<file path="config.mk">
export PLATFORM = sky130hd
export DESIGN_NAME = debugger_value_bus_master
export DESIGN_NICKNAME = d
export VERILOG_FILES = /design/src/rtl/debugger_value_bus_master.sv
export SDC_FILE = /design/constraint.sdc
export NUM_CORES = 1
export LEC_CHECK = 0
export CORE_ASPECT_RATIO = 0.9
export CORE_MARGIN = 2
export CORE_UTILIZATION = 49
export CTS_CLUSTER_SIZE = 10
export DETAILED_ROUTE_END_ITERATION = 8
export GPL_ROUTABILITY_DRIVEN = 1
export PLACE_DENSITY = 0.95
export SLEW_MARGIN = 20
export SYNTH_ARGS = -nofsm -noshare
export SYNTH_HDL_FRONTEND = slang
export SYNTH_SLANG_ARGS = --single-unit
</file>
<file path="constraint.sdc">
create_clock -name i_clk -period 2.4 [get_ports i_clk]
set_input_delay 0.48 -clock i_clk [delete_from_list [all_inputs] [get_ports i_clk]]
set_output_delay 0.48 -clock i_clk [all_outputs]
set_load 0.1 [all_outputs]
</file>
<file path="src/rtl/debugger_value_bus_master.sv">
// Host-side initiator for the debugger value bus: decodes read/write command frames from a byte
// stream, issues one single-cycle bus access per frame and streams the response bytes back.
// Optional feature: define DBG_RX_TIMEOUT_EN to drop partial frames after TIMEOUT_CYCLES idle cycles.
module debugger_value_bus_master #(
  parameter int unsigned TIMEOUT_CYCLES = 1024
) (
  input  logic        i_clk,
  input  logic        i_reset_n,
  input  logic [7:0]  i_rx_data,
  input  logic        i_rx_valid,
  output logic        o_rx_ready,
  output logic [7:0]  o_tx_data,
  output logic        o_tx_valid,
  input  logic        i_tx_ready,
  output logic        o_ena,
  output logic        o_wea,
  output logic [15:0] o_id,
  output logic [15:0] o_data,
  input  logic [15:0] i_data,
  output logic        o_busy,
  output logic [2:0]  o_dbg_state
);

  // Handshake: a byte moves on a rising edge where valid & ready are both high; the
  // sender holds data stable while valid & !ready.
  typedef enum logic [2:0] {
    S_IDLE   = 3'd0,
    S_ID_HI  = 3'd1,
    S_ID_LO  = 3'd2,
    S_DAT_HI = 3'd3,
    S_DAT_LO = 3'd4,
    S_ISSUE  = 3'd5,
    S_TX0    = 3'd6,
    S_TX1    = 3'd7
  } state_t;

  localparam logic [7:0] OP_READ  = 8'h01;
  localparam logic [7:0] OP_WRITE = 8'h02;
  localparam logic [7:0] RSP_ACK  = 8'hAA;
  localparam logic [7:0] RSP_ERR  = 8'hEE;

  if (TIMEOUT_CYCLES < 2) begin : g_bad_timeout
    $error("TIMEOUT_CYCLES must be at least 2");
  end

  state_t      state_q, state_d;
  logic        is_write_q, is_write_d;
  logic [15:0] id_q, id_d;
  logic [15:0] data_q, data_d;
  logic [7:0]  rd_lo_q, rd_lo_d;
  logic [7:0]  tx_data_q, tx_data_d;
  logic        rx_ready, rx_fire, tx_valid, tx_fire, timeout_hit;

  assign rx_ready = (state_q == S_IDLE) || (state_q == S_ID_HI) || (state_q == S_ID_LO) ||
                    (state_q == S_DAT_HI) || (state_q == S_DAT_LO);
  assign rx_fire  = i_rx_valid && rx_ready;
  assign tx_valid = (state_q == S_TX0) || (state_q == S_TX1);
  assign tx_fire  = tx_valid && i_tx_ready;

`ifdef DBG_RX_TIMEOUT_EN
  localparam int CNT_W = $clog2(TIMEOUT_CYCLES);
  logic [CNT_W-1:0] to_cnt_q, to_cnt_d;
  logic             in_frame;

  assign in_frame = rx_ready && (state_q != S_IDLE);

  // Cleared by any accepted byte; only ticks while waiting inside a partial frame.
  always_comb begin
    to_cnt_d    = '0;
    timeout_hit = 1'b0;
    if (in_frame && !rx_fire) begin
      if (to_cnt_q == CNT_W'(TIMEOUT_CYCLES - 1)) timeout_hit = 1'b1;
      else                                        to_cnt_d    = to_cnt_q + 1'b1;
    end
  end

  always_ff @(posedge i_clk or negedge i_reset_n) begin
    if (!i_reset_n) to_cnt_q <= '0;
    else            to_cnt_q <= to_cnt_d;
  end
`else
  assign timeout_hit = 1'b0;
`endif

  always_comb begin
    state_d    = state_q;
    is_write_d = is_write_q;
    id_d       = id_q;
    data_d     = data_q;
    rd_lo_d    = rd_lo_q;
    tx_data_d  = tx_data_q;
    case (state_q)
      S_IDLE: if (rx_fire) begin
        if ((i_rx_data == OP_READ) || (i_rx_data == OP_WRITE)) begin
          is_write_d = (i_rx_data == OP_WRITE);
          state_d    = S_ID_HI;
        end else begin
          tx_data_d = RSP_ERR;
          state_d   = S_TX1;
        end
      end
      S_ID_HI: if (rx_fire) begin
        id_d[15:8] = i_rx_data;
        state_d    = S_ID_LO;
      end
      S_ID_LO: if (rx_fire) begin
        id_d[7:0] = i_rx_data;
        state_d   = is_write_q ? S_DAT_HI : S_ISSUE;
      end
      S_DAT_HI: if (rx_fire) begin
        data_d[15:8] = i_rx_data;
        state_d      = S_DAT_LO;
      end
      S_DAT_LO: if (rx_fire) begin
        data_d[7:0] = i_rx_data;
        state_d     = S_ISSUE;
      end
      S_ISSUE: begin
        if (is_write_q) begin
          tx_data_d = RSP_ACK;
          state_d   = S_TX1;
        end else begin
          // Read data is only valid during this cycle; keep the low byte for TX1.
          rd_lo_d   = i_data[7:0];
          tx_data_d = i_data[15:8];
          state_d   = S_TX0;
        end
      end
      S_TX0: if (tx_fire) begin
        tx_data_d = rd_lo_q;
        state_d   = S_TX1;
      end
      S_TX1: if (tx_fire) state_d = S_IDLE;
      default: state_d = S_IDLE;
    endcase
    if (timeout_hit) state_d = S_IDLE;
  end

  always_ff @(posedge i_clk or negedge i_reset_n) begin
    if (!i_reset_n) begin
      state_q    <= S_IDLE;
      is_write_q <= 1'b0;
      id_q       <= '0;
      data_q     <= '0;
      rd_lo_q    <= '0;
      tx_data_q  <= '0;
    end else begin
      state_q    <= state_d;
      is_write_q <= is_write_d;
      id_q       <= id_d;
      data_q     <= data_d;
      rd_lo_q    <= rd_lo_d;
      tx_data_q  <= tx_data_d;
    end
  end

  assign o_rx_ready  = rx_ready;
  assign o_tx_valid  = tx_valid;
  assign o_tx_data   = tx_data_q;
  assign o_ena       = (state_q == S_ISSUE);
  assign o_wea       = (state_q == S_ISSUE) && is_write_q;
  assign o_id        = id_q;
  assign o_data      = data_q;
  assign o_busy      = (state_q != S_IDLE);
  assign o_dbg_state = state_q;

endmodule

</file>
# == Yosys cells after proc, flatten, opt, wreduce, memory -nomap -nowiden ==
# Cells that the tools add are included.
# classes
n_eq_ne,17
mux,16
n_bitwise,1
n_reduce_logical,20
# ops
operator,count
8-bit two-way mux,4
3-bit two-way mux,9
3-bit case mux with 8 select lines,1
8-bit case mux with 3 select lines,1
"2-bit != test, second input constant",8
"3-bit equality test, second input constant",4
2-bit AND reduction,5
"8-bit by 1-bit equality test with 1-bit output, second input constant",1
"8-bit by 2-bit equality test with 1-bit output, second input constant",1
7-bit AND reduction,1
"3-bit by 2-bit equality test with 1-bit output, second input constant",2
1-bit logical OR,6
3-bit nonzero test,2
4-bit AND reduction,1
"3-bit by 1-bit equality test with 1-bit output, second input constant",1
1-bit logical AND,3
3-bit logical NOT,1
3-bit AND reduction,1
1-bit two-way mux,1
1-bit NOT,1
# word_totals
regBits,52
input_bits,28

# == Longest topological paths before layout ==
# Gate-level depths: netlist of the first run.
# depth
depth_word,8
depth_mapped,6
ltp_nobuf,5

# == Worst setup path before layout of the first run ==
# OpenSTA, ideal clock, no wires.
# synth_path
path_type,register to output
startpoint,"register state_q[0], in the netlist o_dbg_state[0]"
endpoint,output o_wea
arrival_time_ps,3573
setup_slack_ps,-1653
path_stages_with_launch,5
path_buffers,1
path_cell_list,dfrtp_1 -> buf_4 -> nand2_1 -> nor2_1 -> and2_1
# synth_via
elab_chain_cells,2
# synth_lines
element,line_no,rtl
"start, declared",46,"state_t state_q, state_d;"
"start signal, assigned",148,state_q <= state_d;
3-bit equality test,--,
named net o_ena,15,"output logic o_ena,"
1-bit logical AND,161,assign o_wea = (state_q == S_ISSUE) && is_write_q;
"end, declared",16,"output logic o_wea,"
# The timed path passes the listed nets, and every way through them passes these cells.

# == Worst setup path in the final report of the first run ==
# layout_path
startpoint,"register state_q[2], in the netlist o_dbg_state[2]"
endpoint,output o_busy
# layout_via
elab_chain_cells,1
# layout_lines
element,line_no,rtl
3-bit nonzero test,164,assign o_busy = (state_q != S_IDLE);
"end, declared",20,"output logic o_busy,"
# No other way between the ends.

==> key figures, run 1 <==
STA
  • Endpoints failing setup: 0
  • Final Hold Viols: 0
  • Post-route setup TNS: 0 ns
  • Final period util: 90.8%
  • Worst Max-Slew Pin Slew: 0.685 ns
  • Pins Over Slew Limit: 0
  • Peak Freq: 459 MHz
  • RSZ-0062 raised after global routing: no
  • Hold Slack: 0.0658 ns
  • Worst Skew: 0.00862 ns
  • Minimum clock period: 2.18 ns
  • Worst rel slew slack: 54.1%

Placed design
  • Placed Area: 3080 sq um
  • Port-buffer cells: 75
  • Routability Congestion: 0.810
  • Final HPWL from detailed placement: 3950 um

Yosys
  • Synth Net Count: 203
  • Top post-synthesis cells by area: dfrtp_1 (57%), mux2_2 (23%), nand2_1 (1.8%), o22ai_1 (1.6%), nor2b_1 (1.4%)
  • Post-synth top area cell: dfrtp_1
  • Post-Synthesis Cell Area: 2280 sq um
  • Seq/Total Area, Yosys: 57.0%
  • Post-synthesis area per instance: 13.1 sq um
  • YS warnings: 0
  • Top-area cell type share of the netlist area: 57.0%
  • Mapped Cells: 175
  • Distinct cells, synth: 34
  • #FFs+latches synth: 52

Route
  • Vias per std cell: 5.30
  • DR pass1 iterations: 4
  • Antenna Nets Post-Route: 0
  • Final WL: 5140 um
  • Post-detailed-route wirelength per cell: 16.1 um
  • Initial DRC count: 158
  • Via Count: 1692
  • Drt drc: 0

Die
  • Initial core utilization: 51.2%
  • IO Pins: 76
  • CORE AREA: 4460 sq um
  • Die area: 5230 sq um
  • Std-Cell Rows: 23
  • Die width: 76.0 um
  • Die height: 68.8 um

CTS
  • Worst-path clk slew: 0.10 ns
  • Root Driver: clkbuf_8
  • CTS Sinks: 52
  • Total CTS buffers: 5
  • Setup Buffers After CTS: 0
  • Post-CTS sizing: 0
  • CTS tree: built
  • Clock tree buffer depth: 2
  • Worst skew pair latency: 0.31 ns
  • Hold buffers post-CTS: 0
  • CTS H-tree depth: 2

Layout
  • Area delta synth->final: 38.9%
  • Final Util: 71.2%
  • Nets: 284
  • Fillers: 300
  • Fin area: 3170 sq um
  • Ant diodes: 0
  • Share of cells above drive strength 1: 48.2%

Critical path
  • Slowest-stage cell, CP: dfrtp_4
  • Largest stage delay, worst path: 0.59 ns
  • Worst reg-to-reg setup slack: 0.45 ns
  • WP data required: 1.92 ns
  • R2r startpoint: o_dbg_state[1]$_DFFE_PN0P_
  • CP Buf/Inv Count: 2
  • Arr. time, crit path: 1.70 ns
  • Crit path launch: o_dbg_state[2]$_DFFE_PN0P_
  • Cells along the critical path: nor3_2, clkinvlp_4, buf_12
  • Crit-path max FO: 20
  • Worst setup SP type: flop
  • Cell count of the worst reg-to-reg path: 4
  • Worst setup EP type: primary output
  • Critical path type: reg -> out
  • Worst R2R End: o_tx_data[4]$_DFFE_PN0P_
  • CP top delay family: flip-flops

Global routing
  • First-pass GRT wire length: 8140 um
  • Vias in the first global route: 1670
  • GRT Util Overall: 20.2%
  • GRT overflow: 0
  • Initial antenna violation count: 0
  • Largest net degree at the start of global routing: 23

Run
  • Max-cap viol count: 0

Hold path
  • Worst min path class: in -> async

Status
  • Status: finished, final reports clean
## cell usage after synthesis, drive strengths merged
master	n
mux2	46
a22oi	2
buf	4
nor4	1
dfrtp	52
and2	2
and3	1
nor3	4
nand2b	3
a22o	1
clkbuf	2
nand2	11
inv	7
nor2b	5
o22ai	6
nor3b	2
mux2i	1
nand4	2
a31oi	2
or3b	1
xor2	1
o21ai	6
a21oi	2
o2bb2a	1
o31ai	2
nor2	7
or2	1
## cells in the final DEF, fill, tap and decap left out, types with 2 or more instances in the layout
| master | instances |
|---|---|
| nor2_4 | 2 |
| nor2b_1 | 5 |
| a21oi_1 | 2 |
| nand2b_1 | 3 |
| mux2_2 | 46 |
| nor2_1 | 4 |
| clkdlybuf4s50_1 | 26 |
| buf_12 | 4 |
| clkbuf_8 | 5 |
| nand2_1 | 11 |
| inv_1 | 5 |
| a22oi_1 | 2 |
| buf_4 | 49 |
| nor3_2 | 3 |
| clkinvlp_4 | 2 |
| a31oi_1 | 2 |
| dfrtp_1 | 49 |
| o22ai_1 | 6 |
| dfrtp_4 | 2 |
| o21ai_0 | 5 |
| nand4_1 | 2 |
## cell type report
cell class | count | area, sq um | area share, %
sequential | 52 | 1310 | 41.3
multi-input combinational | 110 | 953 | 30.0
timing repair buffer | 80 | 713 | 22.5
tap | 62 | 77.6 | 2.44
clock buffer | 5 | 68.8 | 2.17
inverter | 7 | 30.0 | 0.946
clock inverter | 3 | 21.3 | 0.670
## metal layers
layer / track usage (%) / share of wire [%] / up-vias
met4: 6.82 / 1.1 / 0
li1: - / - / 791
met3: 4.17 / 4.7 / 6
met2: 36.5 / 51 / 54
met5: 0 / 0 / -
met1: 25.1 / 43 / 841
## cell families (layout without fill, tap and decap cells)
family                 count (synthesis)  in the layout  share of synthesized area [%]
AND/OR/NAND/NOR                       40             40                           10.1
flip-flops                            52             52                           57.0
AO/OA/AOI/OAI                         22             22                           6.68
buffers and inverters                 13             95                           2.74
XOR/XNOR                               1              1                          0.383
multiplexers                          47             47                           23.1
## sequential cells by signal, summed over array words and instances, names as in the netlist
signal / cells
o_id: 16
o_tx_data: 8
o_data: 16
rd_lo_q: 8
o_dbg_state: 3
is_write_q: 1
## worst max path at each step
| stage | endpoint | slack [ns] | cells after the start |
|---|---|---|---|
| finish | o_busy | 0.22 | 3 |
| global route | o_busy | 0.15 | 3 |
| CTS | o_busy | 0.23 | 3 |
| detailed placement | o_tx_data[4]$_DFFE_PN0P_ | 0.15 | 6 |
| global placement | o_tx_data[0]$_DFFE_PN0P_ | 0.17 | 6 |
| floorplan | o_tx_data[0]$_DFFE_PN0P_ | -0.004 | 6 |
## per-stage QoR
| stage | setup WS (ns) | instances |
|---|---|---|
| finish | 0.222 | 319 |
| global route | 0.146 | 319 |
| CTS | 0.235 | 319 |
| detailed placement | 0.148 | 311 |
| global placement | 0.165 | 311 |
| floorplan | -0.00369 | 175 |
Power of run 1 is not shown: default switching activity piles up to over one toggle a cycle in this logic, so the estimate is an artifact.
==> inputs of run 2 (changes only) <==
Settings changed: CAP_MARGIN set to 5.
==> results of run 2 <==
The final DEF is identical to that of run 1; final timing and power are the same.
Power of run 2 is left out for the same reason.
==> inputs of run 3 (changes only) <==
Settings changed: CELL_PAD_IN_SITES_DETAIL_PLACEMENT set to 1, CELL_PAD_IN_SITES_GLOBAL_PLACEMENT set to 1, CORE_MARGIN 2 to 4, CORE_UTILIZATION 49 to 38.
==> run 3 against run 2 <==
  * Critical path depth unchanged
  * Count of clock-buffer cells in the layout is the same
  * Clock skew down 0.0029 ns
  * Worst hold slack better by 0.44 ns
  * Critical endpoint unchanged
  * Highest routed layer unchanged
==> key figures, run 3 (synthesis gave the netlist of run 1 again) <==
Status
  • Status: finished, final reports clean

Critical path
  • Worst setup EP type: primary output
  • WP data required: 1.92 ns (about the same)
  • Arr. time, crit path: 1.74 ns (+0.04 ns)
  • Crit path launch: o_dbg_state[2]$_DFFE_PN0P_
  • Cell count of the worst reg-to-reg path: 4 (unchanged)
  • Critical path type: reg -> out
  • Worst setup SP type: flop
  • Crit-path max FO: 20 (unchanged)
  • R2r startpoint: o_dbg_state[1]$_DFFE_PN0P_

STA
  • Pins Over Slew Limit: 0 (unchanged)
  • Peak Freq: 451 MHz (-1.7%)
  • Worst Skew: 0.00569 ns (-0.00293 ns)
  • Endpoints failing setup: 0 (unchanged)
  • Final period util: 92.3% (+1.5 points)
  • Final Hold Viols: 0 (unchanged)
  • Post-route setup TNS: 0 ns (unchanged)
  • RSZ-0062 raised after global routing: no
  • Minimum clock period: 2.22 ns (+0.0370 ns)
  • Worst Max-Slew Pin Slew: 0.685 ns (-0.0000157 ns)
  • Worst rel slew slack: 54.1% (about the same)

Layout
  • Final Util: 56.2% (-15 points)
  • Fillers: 598 (+99%)
  • Share of cells above drive strength 1: 48.5% (+0.21 points)
  • Most frequent cells in the layout: buf_4 (51), dfrtp_1 (49), mux2_2 (46)
  • Nets: 287 (+1.1%)
  • Most common library cell in the layout ignoring fill and taps: buf_4
  • Finished Layout Cells: 330 (+3.4%)
  • Multi-input gate area: 953 sq um (unchanged)
  • FF+latch area: 1310 sq um (unchanged)
  • Ant diodes: 0 (unchanged)
  • Area delta synth->final: 41.6%
  • Fin area: 3230 sq um (+1.9%)

Die
  • CORE AREA: 5760 sq um (+29%)
  • Std-Cell Rows: 26 (+13%)
  • IO Pins: 76 (unchanged)
  • Die height: 81.6 um (+19%)
  • Die area: 7320 sq um (+40%)
  • Die width: 89.7 um (+18%)
  • Initial core utilization: 39.7% (-12 points)

Route
  • Vias per std cell: 5.13 (-3.3%)
  • Antenna Nets Post-Route: 0 (unchanged)
  • Initial DRC count: 68 (-57%)
  • Final WL: 6060 um (+18%)
  • Post-detailed-route wirelength per cell: 18.4 um (+14%)
  • Via Count: 1693 (+0.059%)
  • DR pass1 iterations: 4 (unchanged)
  • Drt drc: 0 (unchanged)

CTS
  • Root Driver: clkbuf_8
  • Total CTS buffers: 5 (unchanged)
  • CTS Sinks: 52 (unchanged)
  • Worst skew pair latency: 0.30 ns (about the same)
  • CTS H-tree depth: 2 (unchanged)
  • Worst-path clk slew: 0.10 ns (about the same)
  • Post-CTS sizing: 0 (unchanged)
  • Clock tree buffer depth: 2 (unchanged)
  • CTS tree: built

Placed design
  • Port-buffer cells: 75 (unchanged)
  • Placed cells: 321 (+3.2%)
  • Placed Area: 3110 sq um (+0.81%)
  • Routability Congestion: 0.772 (-4.7%)
  • Final HPWL from detailed placement: 4720 um (+20%)

Global routing
  • Vias in the first global route: 1900 (+14%)
  • First-pass GRT wire length: 10000 um (+23%)
  • Largest net degree at the start of global routing: 34 (+48%)
  • GRT Util Overall: 17.3% (-2.9 points)
  • Initial antenna violation count: 0 (unchanged)
  • GRT overflow: 0 (unchanged)

Run
  • Max-cap viol count: 0 (unchanged)

Hold path
  • Worst min path class: in -> async
==> run 3: changes by cell type in the layout (fill, tap and decap cells not counted), sizes merged <==
cell         previous run  this run
clkinv                  1         0
buf                    54        56
dlygate4sd3             0         1
bufinv                  0         1
==> run 3: area by class of cell <==
cell class,count,share of cell area (%)
well taps,70,2.71
multi-input cells,110,29.5
repair buffers,83,22.8
flip-flops and latches,52,40.5
clock buffers,5,2.13
clock inverters,3,1.43
inverters,7,0.928
==> run 3: worst max-delay path, stage by stage (launching register included) <==
cell        delay (ns)
dfrtp_4           0.60
nor3_2            0.37
clkinvlp_4        0.24
buf_12            0.21
==> run 3: worst paths after layout <==
| path | end | slack, ns |
|---|---|---|
| max in group asynchronous | o_id[6]$_DFFE_PN0P_ | 1.31 |
| max | o_busy | 0.18 |
| min in group i_clk | o_data[14]$_DFFE_PN0P_ | 0.51 |
| max reg2reg | o_tx_data[3]$_DFFE_PN0P_ | 0.48 |
| min | rd_lo_q[1]$_DFFE_PN0P_ | 0.50 |
| min reg2reg | o_data[14]$_DFFE_PN0P_ | 0.51 |
==> run 3: what timing repair did <==
item | 4_1_cts | 5_1_grt
hold buffers | 1 | 0
hold endpoints to repair | 2 | 0
setup buffers | 0 | 0
==> run 3: layer usage <==
metal	wire length, um	track usage (%)
met5	0	0
met4	48	4.59
met3	275	3.75
met2	3150	30.4
met1	2590	22.1
==> run 3: through the flow <==
step / worst slack, ns / hold WS [ns]
2_1_floorplan: -0.00369 / 0.184
3_3_place_gp: 0.0457 / 0.281
3_5_place_dp: 0.0205 / 0.285
4_1_cts: 0.186 / 0.489
5_1_grt: 0.0770 / 0.510
6_report: 0.185 / 0.502
Power of run 3 is left out for the same reason.
